==> src/rtl/pluse_sync_pkg.sv <==
// pluse_sync_pkg: shared types, limits and edge-detect helper for the pulse synchronizer.
package pluse_sync_pkg;

    typedef enum logic [1:0] {
        EDGE_TOGGLE = 2'd0,
        EDGE_RISE   = 2'd1,
        EDGE_FALL   = 2'd2
    } edge_mode_e;

    localparam int SYNC_STAGES_MIN = 2;

    function automatic logic edge_detect(edge_mode_e mode, logic cur, logic prev);
        return mode == EDGE_RISE ? (cur & ~prev) :
               mode == EDGE_FALL ? (~cur & prev) : (cur ^ prev);
    endfunction

endpackage

==> src/rtl/pluse_sync_rx_sync_cell.sv <==
// sync_cell: single-bit multi-flop synchronizer, async active-low reset to 0.
module sync_cell #(
    parameter int STAGES = 2
) (
    input  logic clk_i,
    input  logic rst_ni,
    input  logic d_i,
    output logic q_o
);

    logic [STAGES-1:0] s_q;

    always_ff @(posedge clk_i or negedge rst_ni) begin
        if (!rst_ni) s_q <= '0;
        else         s_q <= {s_q[STAGES-2:0], d_i};
    end

    assign q_o = s_q[STAGES-1];

endmodule

==> src/rtl/pluse_sync_rx.sv <==
// pluse_sync_rx: multi-channel async event receiver; synchronizes, edge-detects and
// re-issues events as single-cycle pulses gated by ready, with saturating pending counts.
module pluse_sync_rx
    import pluse_sync_pkg::*;
#(
    parameter int         CH          = 4,
    parameter int         SYNC_STAGES = 2,
    parameter int         CNT_W       = 3,
    parameter edge_mode_e MODE        = EDGE_TOGGLE
) (
    input  logic                  des_clk,
    input  logic                  des_rstn,
    input  logic [CH-1:0]         s_evt,
    input  logic [CH-1:0]         des_ready,
    input  logic [CH-1:0]         ovf_clr,
    output logic [CH-1:0]         des_pluse,
    output logic [CH*CNT_W-1:0]   pend_cnt,
    output logic [CH-1:0]         ovf
);

    if (SYNC_STAGES < SYNC_STAGES_MIN || CNT_W < 1 || CH < 1) begin : g_param_chk
        $error("pluse_sync_rx: invalid CH/SYNC_STAGES/CNT_W");
    end

    for (genvar i = 0; i < CH; i++) begin : g_ch
        logic             sync_s, dly_q, pls_q, ovf_q, ovf_d;
        logic             evt, sat, avail, issue, ovf_set;
        logic [CNT_W-1:0] cnt_q, cnt_d;

        sync_cell #(.STAGES(SYNC_STAGES)) u_sync (
            .clk_i  (des_clk),
            .rst_ni (des_rstn),
            .d_i    (s_evt[i]),
            .q_o    (sync_s)
        );

        assign evt     = edge_detect(MODE, sync_s, dly_q);
        assign sat     = &cnt_q;
        assign avail   = evt | (|cnt_q);
        assign issue   = des_ready[i] & avail;
        assign ovf_set = evt & ~issue & sat;
        // a set in the same cycle as a clear must win
        assign ovf_d   = ovf_set | (ovf_q & ~ovf_clr[i]);

        // evt & issue leaves the count alone: the new event replaces the consumed one
        always_comb begin
            cnt_d = (evt & ~issue & ~sat) ? cnt_q + CNT_W'(1) :
                    (~evt & issue)        ? cnt_q - CNT_W'(1) : cnt_q;
        end

        always_ff @(posedge des_clk or negedge des_rstn) begin
            if (!des_rstn) begin
                dly_q <= 1'b0;
                pls_q <= 1'b0;
                ovf_q <= 1'b0;
                cnt_q <= '0;
            end else begin
                dly_q <= sync_s;
                pls_q <= issue;
                ovf_q <= ovf_d;
                cnt_q <= cnt_d;
            end
        end

        assign des_pluse[i]                 = pls_q;
        assign pend_cnt[i*CNT_W +: CNT_W]   = cnt_q;
        assign ovf[i]                       = ovf_q;
    end

endmodule

==> config.mk <==
export PLATFORM = sky130hd
export DESIGN_NAME = pluse_sync_rx
export DESIGN_NICKNAME = d
export VERILOG_FILES = /design/src/rtl/pluse_sync_pkg.sv /design/src/rtl/pluse_sync_rx_sync_cell.sv /design/src/rtl/pluse_sync_rx.sv
export SDC_FILE = /design/constraint.sdc
export NUM_CORES = 1
export LEC_CHECK = 0
export ABC_AREA = 1
export CAP_MARGIN = 20
export CORE_UTILIZATION = 49
export DETAILED_ROUTE_END_ITERATION = 12
export PLACE_DENSITY = 0.83
export SETUP_SLACK_MARGIN = 0.02
export SYNTH_ARGS = -nofsm -noshare
export SYNTH_HDL_FRONTEND = slang
export SYNTH_SLANG_ARGS = --single-unit
==> constraint.sdc <==
create_clock -name des_clk -period 1.68 [get_ports des_clk]
set_input_delay 0.42 -clock des_clk [delete_from_list [all_inputs] [get_ports des_clk]]
set_output_delay 0.42 -clock des_clk [all_outputs]
set_load 0.03 [all_outputs]
==> impl_results.md <==
- Worst Path Buf+Inv: 1
- Crit Path Category: reg -> out
- Die span in x: 57.9 um
- # nets final: 227
- # DRC: 1
- Core Util, Final: between 70% and 80%
- Clk sink count: 32
- Most common cell in the synthesized netlist: nand2_1
- Crit path max-delay cell type: dfrtp_1
- RSZ-0062 raised after global routing: yes
- Final setup viols: 0
- Cell area after synthesis: between 1500 and 2000 um2
- Worst setup margin: approximately 56 ps
- Yosys top cell area share: between 50% and 60%
- Fill cells: about 210
- CP startpoint kind: flip-flop
- Critical Path AT: about 1200 ps
- EDFF count, synth: 0
- Num CTS Buffers: 5
- First-pass GRT wire length: between 5 and 6 mm
- # diodes: 0
- Area Growth Syn to Fin: 31.4%
- RD Place Congestion: around 0.82
- Largest net degree at the start of global routing: 33
- Final ANT Viol Nets: 0
- Largest area contributor in the netlist: dfrtp_1
- Crit path max fanout: 5
- H-Tree Depth: 2
- Max Clk Rate: slightly above 600 MHz
- Initial core utilization: 53.7%
- Max incr delay on CP: roughly 470 ps
- Slew @ Worst Pin: 387 ps
- Via count: ~1.2k
- Number of synthesized register bits: 32
- Reg clk slew, reported paths: 100 ps
- Crit. End Element: primary output
- Worst vdd ir: slightly below 0.0008 V
- First-pass detailed-route iteration total: 8
- IO Port Bufs: 33
- Final instance area: around 2000 um2
- Synth top cells by count: nand2_1 (40), dfrtp_1 (32), inv_1 (26)
- Outcome: complete, but fails checks
- Total Routing Usage GR: a little over a fifth
- Root Driver: clkbuf_4
- HP Class: reg -> reg
- Hold Buf Count CTS: 0
- Avg WL per Cell: around 12 um
- Num rows: 19
- Total power: between 3 and 4 mW
- Share of post-route cells with drive strength above 1: about a quarter
- Failing checks: DRC
- Max-slew violation count: 0
- Post-synthesis sequential area ratio: a little over half
- I/O pins: 34
- Final wirelength: 2.89 mm
- CTS tree: done
- Clock Path Buffers: 2
- Crit-path cells: clkdlybuf4s15_1
- Initial DRC count: 53
- Synth async-reset ratio: 100%
- Synth Warn #: 0
- Post-Syn Nets: between 150 and 200
- Vias per Instance: just over 5
- Core area: around 2900 um2
- Die ar.: between 3000 and 4000 um2
- Initial antenna violation count: 0
- Placed instance area: between 1500 and 2000 um2
- Aggregate global routing overflow: 0
- DP Wirelength: 2.23 mm
- Synth top area cells: dfrtp_1 (52%), nand2_1 (9.8%), inv_1 (6.4%), fa_1 (5.2%), nand3_2 (5.2%)
- Average size of a mapped cell: 9.46 um2
- Worst-skew pair later-pin latency: about 330 ps
- Mapped Cells: 162
- Die Ht: ~58 um
- Fin. Hold Viols: 0
- Pwr Density: around 1500 nW/um2
- Cell variety after synth: 15
- Setup tns final: 0 ps
- Clock Skew: just over 8 ps
- CP Data Required Time: between 1000 and 1500 ps
- Vias in the first global route: 1305
- Minimum clock period: around 1600 ps
- Pre-CTS setup slack: -249 ps
- P_leak: about 1.0 nW
- Relative slew margins: between 70% and 80%
- Prevailing post-synth register cell: dfrtp_1
- Max Cap Violations: 0
- Tcrit/Tclk final: 96.7%
- Delay-heaviest family, CP: flip-flops
## power breakdown
group | switching, mW | total (mW) | internal (mW)
clock network | 0.261 | 0.464 | 0.203
registers | 0.244 | 1.21 | 0.970
logic | 0.883 | 1.42 | 0.533
total | 1.39 | 3.10 | 1.71
## state kept, by name, indices dropped and copies added, names as in the netlist
name / cells
g_ch.dly_q: 4
g_ch.ovf_q: 4
g_ch.u_sync.s_q: 8
g_ch.cnt_q: 12
g_ch.pls_q: 4
## timing repair
action,CTS,global route
buffers inserted,0,1
endpoints found under the hold margin,0,0
setup endpoints to repair,20,10
gates resized for setup,26,14
## worst paths after layout
check,start,to,slack (ps),cells past startpoint
worst max-delay path,g_ch[1].cnt_q[1]$_DFFE_PN0P_,pend_cnt[4],60,1
worst min-delay path,g_ch[1].u_sync.s_q[0]$_DFF_PN0_,g_ch[1].u_sync.s_q[1]$_DFF_PN0_,360,0
worst max register to register,g_ch[1].u_sync.s_q[1]$_DFF_PN0_,g_ch[1].cnt_q[2]$_DFFE_PN0P_,170,9
worst min register to register,g_ch[1].u_sync.s_q[0]$_DFF_PN0_,g_ch[1].u_sync.s_q[1]$_DFF_PN0_,360,0
max in group asynchronous,des_rstn,g_ch[0].cnt_q[0]$_DFFE_PN0P_,900,2
min in group asynchronous,des_rstn,g_ch[2].pls_q$_DFF_PN0_,470,2
## final cells by class
class	instances	area, um2	share of cell area (%)
clock buffer	6	51.3	2.55
multi-input combinational	94	586	29.1
timing repair buffer	48	413	20.5
inverter	28	106	5.28
clock inverter	2	15.0	0.745
sequential	32	805	39.9
tap	31	38.8	1.93
## per-layer routing
layer,GRT usage [%],vias up,routed length (um)
met5,0,-,0
met4,9.86,0,44
met3,6.03,6,165
met2,35.1,50,1500
met1,24.6,587,1180
li1,-,603,-
## kinds of logic (layout without fill, tap and decap cells)
logic type / after synthesis / in the layout / share of synthesized area (%)
flip-flops: 32 / 32 / 52.2
adder cells (fa/ha/maj): 4 / 4 / 5.22
AO/OA/AOI/OAI: 8 / 8 / 3.92
XOR/XNOR: 4 / 4 / 2.29
AND/OR/NAND/NOR: 78 / 78 / 25.5
buffers and inverters: 36 / 84 / 10.9
## through the flow
| step | hold slack [ps] | std cells |
|---|---|---|
| floorplan | 124 | 162 |
| global placement | 334 | 232 |
| detailed placement | 335 | 232 |
| CTS | 359 | 240 |
| global route | 368 | 241 |
| finish | 357 | 241 |
## cell usage in the layout (no fill, tap or decap), types with 5 or more instances in the layout
| cell type | n |
|---|---|
| dlygate4sd2_1 | 13 |
| nand2_2 | 6 |
| nand3_2 | 10 |
| clkdlybuf4s50_1 | 13 |
| clkbuf_4 | 5 |
| nand2_1 | 40 |
| nand3_1 | 12 |
| inv_1 | 26 |
| nand4_1 | 6 |
| buf_4 | 15 |
| dfrtp_1 | 29 |
Power figures use the tool's default switching activity.
==> RTL edit 1: new RTL, same flow settings <==
Reset style: synchronous (`des_rstn` and `rst_ni`), changed in 2 clocked blocks. Comments in the files are not updated.
--- a/src/rtl/pluse_sync_rx_sync_cell.sv
+++ b/src/rtl/pluse_sync_rx_sync_cell.sv
@@ -12,3 +12,3 @@
 
-    always_ff @(posedge clk_i or negedge rst_ni) begin
+    always_ff @(posedge clk_i) begin
         if (!rst_ni) s_q <= '0;
--- a/src/rtl/pluse_sync_rx.sv
+++ b/src/rtl/pluse_sync_rx.sv
@@ -50,3 +50,3 @@
 
-        always_ff @(posedge des_clk or negedge des_rstn) begin
+        always_ff @(posedge des_clk) begin
             if (!des_rstn) begin
Function: differs if des_rstn is asserted again (counterexample within 4 cycles, from zero or initial values and one cycle with des_rstn low); with des_rstn held inactive, the same outputs for 10 cycles.
==> RTL edit 1 against the unedited design <==
  * Clock skew down 0.0066 ns
  * Wire length down 8.1%
  * Sequential share of layout area down 7.4 points
  * Sequential cell count is the same
  * Maximum frequency down 0.22%
  * Cell area fell by 2.3%
  * Synthesized cell count is 25% higher
  * Largest cell class is now multi-input combinational cells
  * Worst setup slack got worse by 0.0036 ns
  * Synthesized area grew 0.73%
  * Via count grew 7.0%
  * Global-route usage fell by 2.5 points
Power is not compared: it rests on default switching activity, and its combinational part moved more than twofold at a synthesized area within 25%.
==> RTL edit 1: results (changes against the unedited design) <==
- Run status: finished clean (was finished, violations left)
- Syn_nets: 221 (was 180)
- Crit path max fanout: 6 (was 5)
- Layout Skew: 0.001465 ns (was 0.008046 ns)
- Leakage power: between 0.9 and 1 nW
- Number of distinct standard cells referenced by the synthesized netlist: 21 (was 15)
- RD Place Congestion: 0.8229 (was 0.8166)
- Latest clock arrival within the worst-skew pair: 0.32 ns
- Tightest Hold Check Type: flop to flop (unchanged)
- Number of buffers on the longest clock path: 2 (unchanged)
- Total setup buffers inserted after CTS: 0 (unchanged)
- Root Driver: sky130_fd_sc_hd__clkbuf_4 (unchanged)
- Adder-Cell Fraction of Synth Area: 5.186% (was 5.224%)
- Total detailed-routing wirelength: 2661 um (was 2894 um)
- Most numerous cell types in the synthesized netlist: sky130_fd_sc_hd__nand2_1 (40), sky130_fd_sc_hd__inv_1 (38), sky130_fd_sc_hd__dfxtp_1 (32) (was sky130_fd_sc_hd__nand2_1 (40), sky130_fd_sc_hd__dfrtp_1 (32), sky130_fd_sc_hd__inv_1 (26))
- Post-Route Hold Slack: 0.4197 ns (was 0.3572 ns)
- Via Count: 1333 (was 1246)
- Top cells by area in the synthesized netlist: sky130_fd_sc_hd__dfxtp_1 (41%), sky130_fd_sc_hd__nand2_1 (9.7%), sky130_fd_sc_hd__inv_1 (9.2%) (was sky130_fd_sc_hd__dfrtp_1 (52%), sky130_fd_sc_hd__nand2_1 (9.8%), sky130_fd_sc_hd__inv_1 (6.4%))
- HPWL reported at the end of detailed placement: 2012 um (was 2228 um)
- Rel. slew slack: 79.21% (was 74.23%)
- Aggregate global-route resource usage: 18.32% (was 20.86%)
- Yosys warning total: 0 (unchanged)
- Parity-gate share of the synthesized area counting xor and xnor cells: 0% (was 2.286%)
- Top flip-flop cell by instance count after synthesis: sky130_fd_sc_hd__dfxtp_1 (was sky130_fd_sc_hd__dfrtp_1)
- Fin nets: 262 (was 227)
- Standard cell with the maximum stage delay on the critical path: sky130_fd_sc_hd__dfxtp_1 (was sky130_fd_sc_hd__dfrtp_1)
- Wire length of the first global-routing pass: 4754 um (was 5271 um)
- Sequential cell area fraction in the yosys report: 41.49% (was 52.24%)
- Worst Path Arrival: 1.21 ns
- Share of the synthesized area in compound gates (AO/OA/AOI/OAI): 7.780% (was 3.918%)
- Maximum number of pins on one net before global-route repair: 15 (was 33)
- Ratio of cells with drive above 1 in the final layout: 15.10% (was 24.76%)
- Worst setup slack after placement: -0.2549 ns (was -0.2492 ns)
- Min Tclk post-route: 1.627 ns (was 1.624 ns)
- Post-synthesis async set-or-reset flop share: 0% (was 100.0%)
- Via count of the first global-routing pass: 1191 (was 1305)
- First-pass iteration count of the detailed router: 4 (was 8)
- Initial drt markers: 42 (was 53)
==> RTL edit 1: timing repair <==
item	in CTS	in global routing
resized for setup	20	8
pin swaps	0	0
cloned	0	0
endpoints found under the setup margin	20	7
hold buffers	0	0
==> RTL edit 1: logic make-up after synthesis <==
kind of cell    Yosys count
simple gates             95
buf+inv                  48
flops                    32
compound gates           24
fa+ha+maj                 4
==> RTL edit 1: routing by layer <==
| layer | vias to the layer above | track usage [%] | share of wire [%] |
|---|---|---|---|
| met2 | 32 | 31.86 | 48 |
| li1 | 708 | - | - |
| met1 | 586 | 20.03 | 46 |
| met5 | - | 0 | 0 |
| met4 | 0 | 8.844 | 1.6 |
| met3 | 7 | 6.027 | 4.4 |
==> RTL edit 1: cell type report <==
| cell class | instances | area (um2) |
|---|---|---|
| repair buffers | 44 | 382.9 |
| well taps | 44 | 55.05 |
| clock buffers | 8 | 58.81 |
| multi-input cells | 123 | 688.2 |
| flip-flops and latches | 32 | 640.6 |
| fillers | 273 | 1060 |
| inverters | 38 | 142.6 |
==> RTL edit 1: worst paths after layout <==
check	startpoint	end	depth (start not counted)
max reg2reg	g_ch[0].cnt_q[0]	g_ch[0].cnt_q[2]	7
min	g_ch[2].u_sync.s_q[0]	g_ch[2].u_sync.s_q[1]	2
min reg2reg	g_ch[2].u_sync.s_q[0]	g_ch[2].u_sync.s_q[1]	2
max	g_ch[0].cnt_q[0]	pend_cnt[0]	1
==> RTL edit 1: where the power goes <==
group	switching (mW)	internal, mW
Sequential	0.0867	0.838
Combinational	0.388	0.246
Clock	0.248	0.207
==> RTL edit 1: stage by stage <==
stage                     power [mW]  area [um2]  instances  utilization (%)
after global routing           2.153        1968        289            65.00
final                          2.014        1968        289            65.00
after floorplan                1.384        1544        203                -
after CTS                      2.026        1971        289            65.08
after detailed placement       1.622        1937        281            63.97
after global placement         1.604        1937        281            63.97
==> RTL edit 2: new RTL, same settings <==
Made on the original files. The parameter `CH` goes from 4 to 6.
--- a/src/rtl/pluse_sync_rx.sv
+++ b/src/rtl/pluse_sync_rx.sv
@@ -5,3 +5,3 @@
 #(
-    parameter int         CH          = 4,
+    parameter int         CH          = 6,
     parameter int         SYNC_STAGES = 2,
Ports: changed (6 resized); port bits go from 34 to 50. No check against the original RTL was run, so the function may have changed too.
==> RTL edit 2 against the unedited design <==
  * Total power rose by 50%
  * Register-to-register slack worse by 0.09 ns
  * Cell area rose by 49%
  * Maximum frequency is 1.5% higher
  * Worst setup slack improved by 0.023 ns
  * Count of clock-buffer cells in the layout unchanged
  * Clock skew fell by 0.0024 ns
  * Synthesized area is 46% higher
  * Sequential cell count increased by 16
  * Combinational power up 53%
  * Wire length up 42%
  * Synthesized cell count grew 44%
  * Critical endpoint is now g_ch[4].cnt_q[2]
==> RTL edit 2: results (changes against the unedited design) <==
- Clock transition time at the flip-flop clock pins of the worst setup and hold paths: 0.08 ns (was 0.10 ns)
- Psw: 2.021 mW (was 1.388 mW)
- Worst stage delay on the critical path: 0.43 ns (was 0.47 ns)
- RD Place Congestion: 0.8194 (was 0.8166)
- Mean instance size in the synthesized netlist: 9.634 um2 (was 9.461 um2)
- Rel. slew slack: 78.15% (was 74.23%)
- Post-route DRC violation count: 0 (was 1)
- Final routed wire length divided by cell count: 11.56 um (was 12.01 um)
- Run status: finished clean (was finished, violations left)
- Fin nets: 329 (was 227)
- Logic power comb: 2.17 mW (was 1.42 mW)
- Ratio of cells with drive above 1 in the final layout: 19.41% (was 24.76%)
- # port buffers: 49 (was 33)
- Reg-to-Reg Start: g_ch[4].dly_q (was g_ch[1].u_sync.s_q[1])
- Top cells by area in the synthesized netlist: sky130_fd_sc_hd__dfrtp_1 (54%), sky130_fd_sc_hd__nand2_1 (9.0%), sky130_fd_sc_hd__inv_1 (6.7%) (was sky130_fd_sc_hd__dfrtp_1 (52%), sky130_fd_sc_hd__nand2_1 (9.8%), sky130_fd_sc_hd__inv_1 (6.4%))
- Syn_nets: 259 (was 180)
- Clock power share: 15.3% (was 15.0%)
- Number of placed cells counting well taps: 348 (was 232)
- Met1 usage: 21.70% (was 24.59%)
- Sequential cell area fraction in the yosys report: 53.51% (was 52.24%)
- Total detailed-routing wirelength: 4117 um (was 2894 um)
- First-pass iteration count of the detailed router: 4 (was 8)
- Adder-Cell Fraction of Synth Area: 5.351% (was 5.224%)
- Root Driver: sky130_fd_sc_hd__clkbuf_8 (was sky130_fd_sc_hd__clkbuf_4)
- Number of distinct standard cells referenced by the synthesized netlist: 18 (was 15)
- Latest clock arrival within the worst-skew pair: 0.29 ns (was 0.33 ns)
- Worst Path Arrival: 1.79 ns (was 1.20 ns)
- Aggregate global-route resource usage: 18.85% (was 20.86%)
- Layout Skew: 0.005662 ns (was 0.008046 ns)
- Power per unit of standard cell area: 1546 mW/mm2 (was 1536 mW/mm2)
- Parity-gate share of the synthesized area counting xor and xnor cells: 3.400% (was 2.286%)
- Registers with the most flip-flops: g_ch.cnt_q (18), g_ch.u_sync.s_q (12) (was g_ch.cnt_q (12), g_ch.u_sync.s_q (8))
[RTL edit 2: cell count changes in the layout (fill, tap and decap cells not counted), sizes merged, moves of 8 or more]
cell	delta
buf	+12
dfrtp	+16
dlygate4sd2	+16
inv	+15
nand2	+13
nand3	+8
[RTL edit 2: cell type report]
cell class / instances / area, um2 / area share [%]
inverter: 41 / 153.9 / 5.134
timing repair buffer: 75 / 644.4 / 21.49
multi-input combinational: 132 / 833.3 / 27.80
tap: 52 / 65.06 / 2.170
sequential: 48 / 1205 / 40.19
clock buffer: 6 / 82.58 / 2.755
clock inverter: 2 / 13.76 / 0.4591
[RTL edit 2: per-stage QoR]
| stage | setup slack (ns) | instance area [um2] | setup TNS (ns) |
|---|---|---|---|
| 5_1_grt | 0.006221 | 2998 | 0 |
| 3_5_place_dp | -0.2288 | 2900 | -1.500 |
| 3_3_place_gp | -0.2109 | 2900 | -1.126 |
| 4_1_cts | 0.06323 | 2959 | 0 |
| 2_1_floorplan | 0.02868 | 2245 | 0 |
| 6_report | 0.07961 | 2998 | 0 |
[RTL edit 2: path summary, 6_finish.rpt]
check	to	slack [ns]	cells after the start
worst min-delay path	g_ch[4].dly_q	0.01	1
worst max-delay path	g_ch[4].cnt_q[2]	0.08	8
min in group des_clk	g_ch[3].u_sync.s_q[1]	0.36	0
worst min register to register	g_ch[3].u_sync.s_q[1]	0.36	0
worst max register to register	g_ch[4].cnt_q[2]	0.08	8
max in group asynchronous	g_ch[1].u_sync.s_q[1]	1.18	2
[RTL edit 2: per-layer routing]
layer / vias up / share of wire, % / wire length, um
met2: 39 / 51 / 2096
met3: 5 / 4.2 / 171
met1: 825 / 44 / 1795
met4: 0 / 1.3 / 53
li1: 878 / - / -
met5: - / 0 / 0
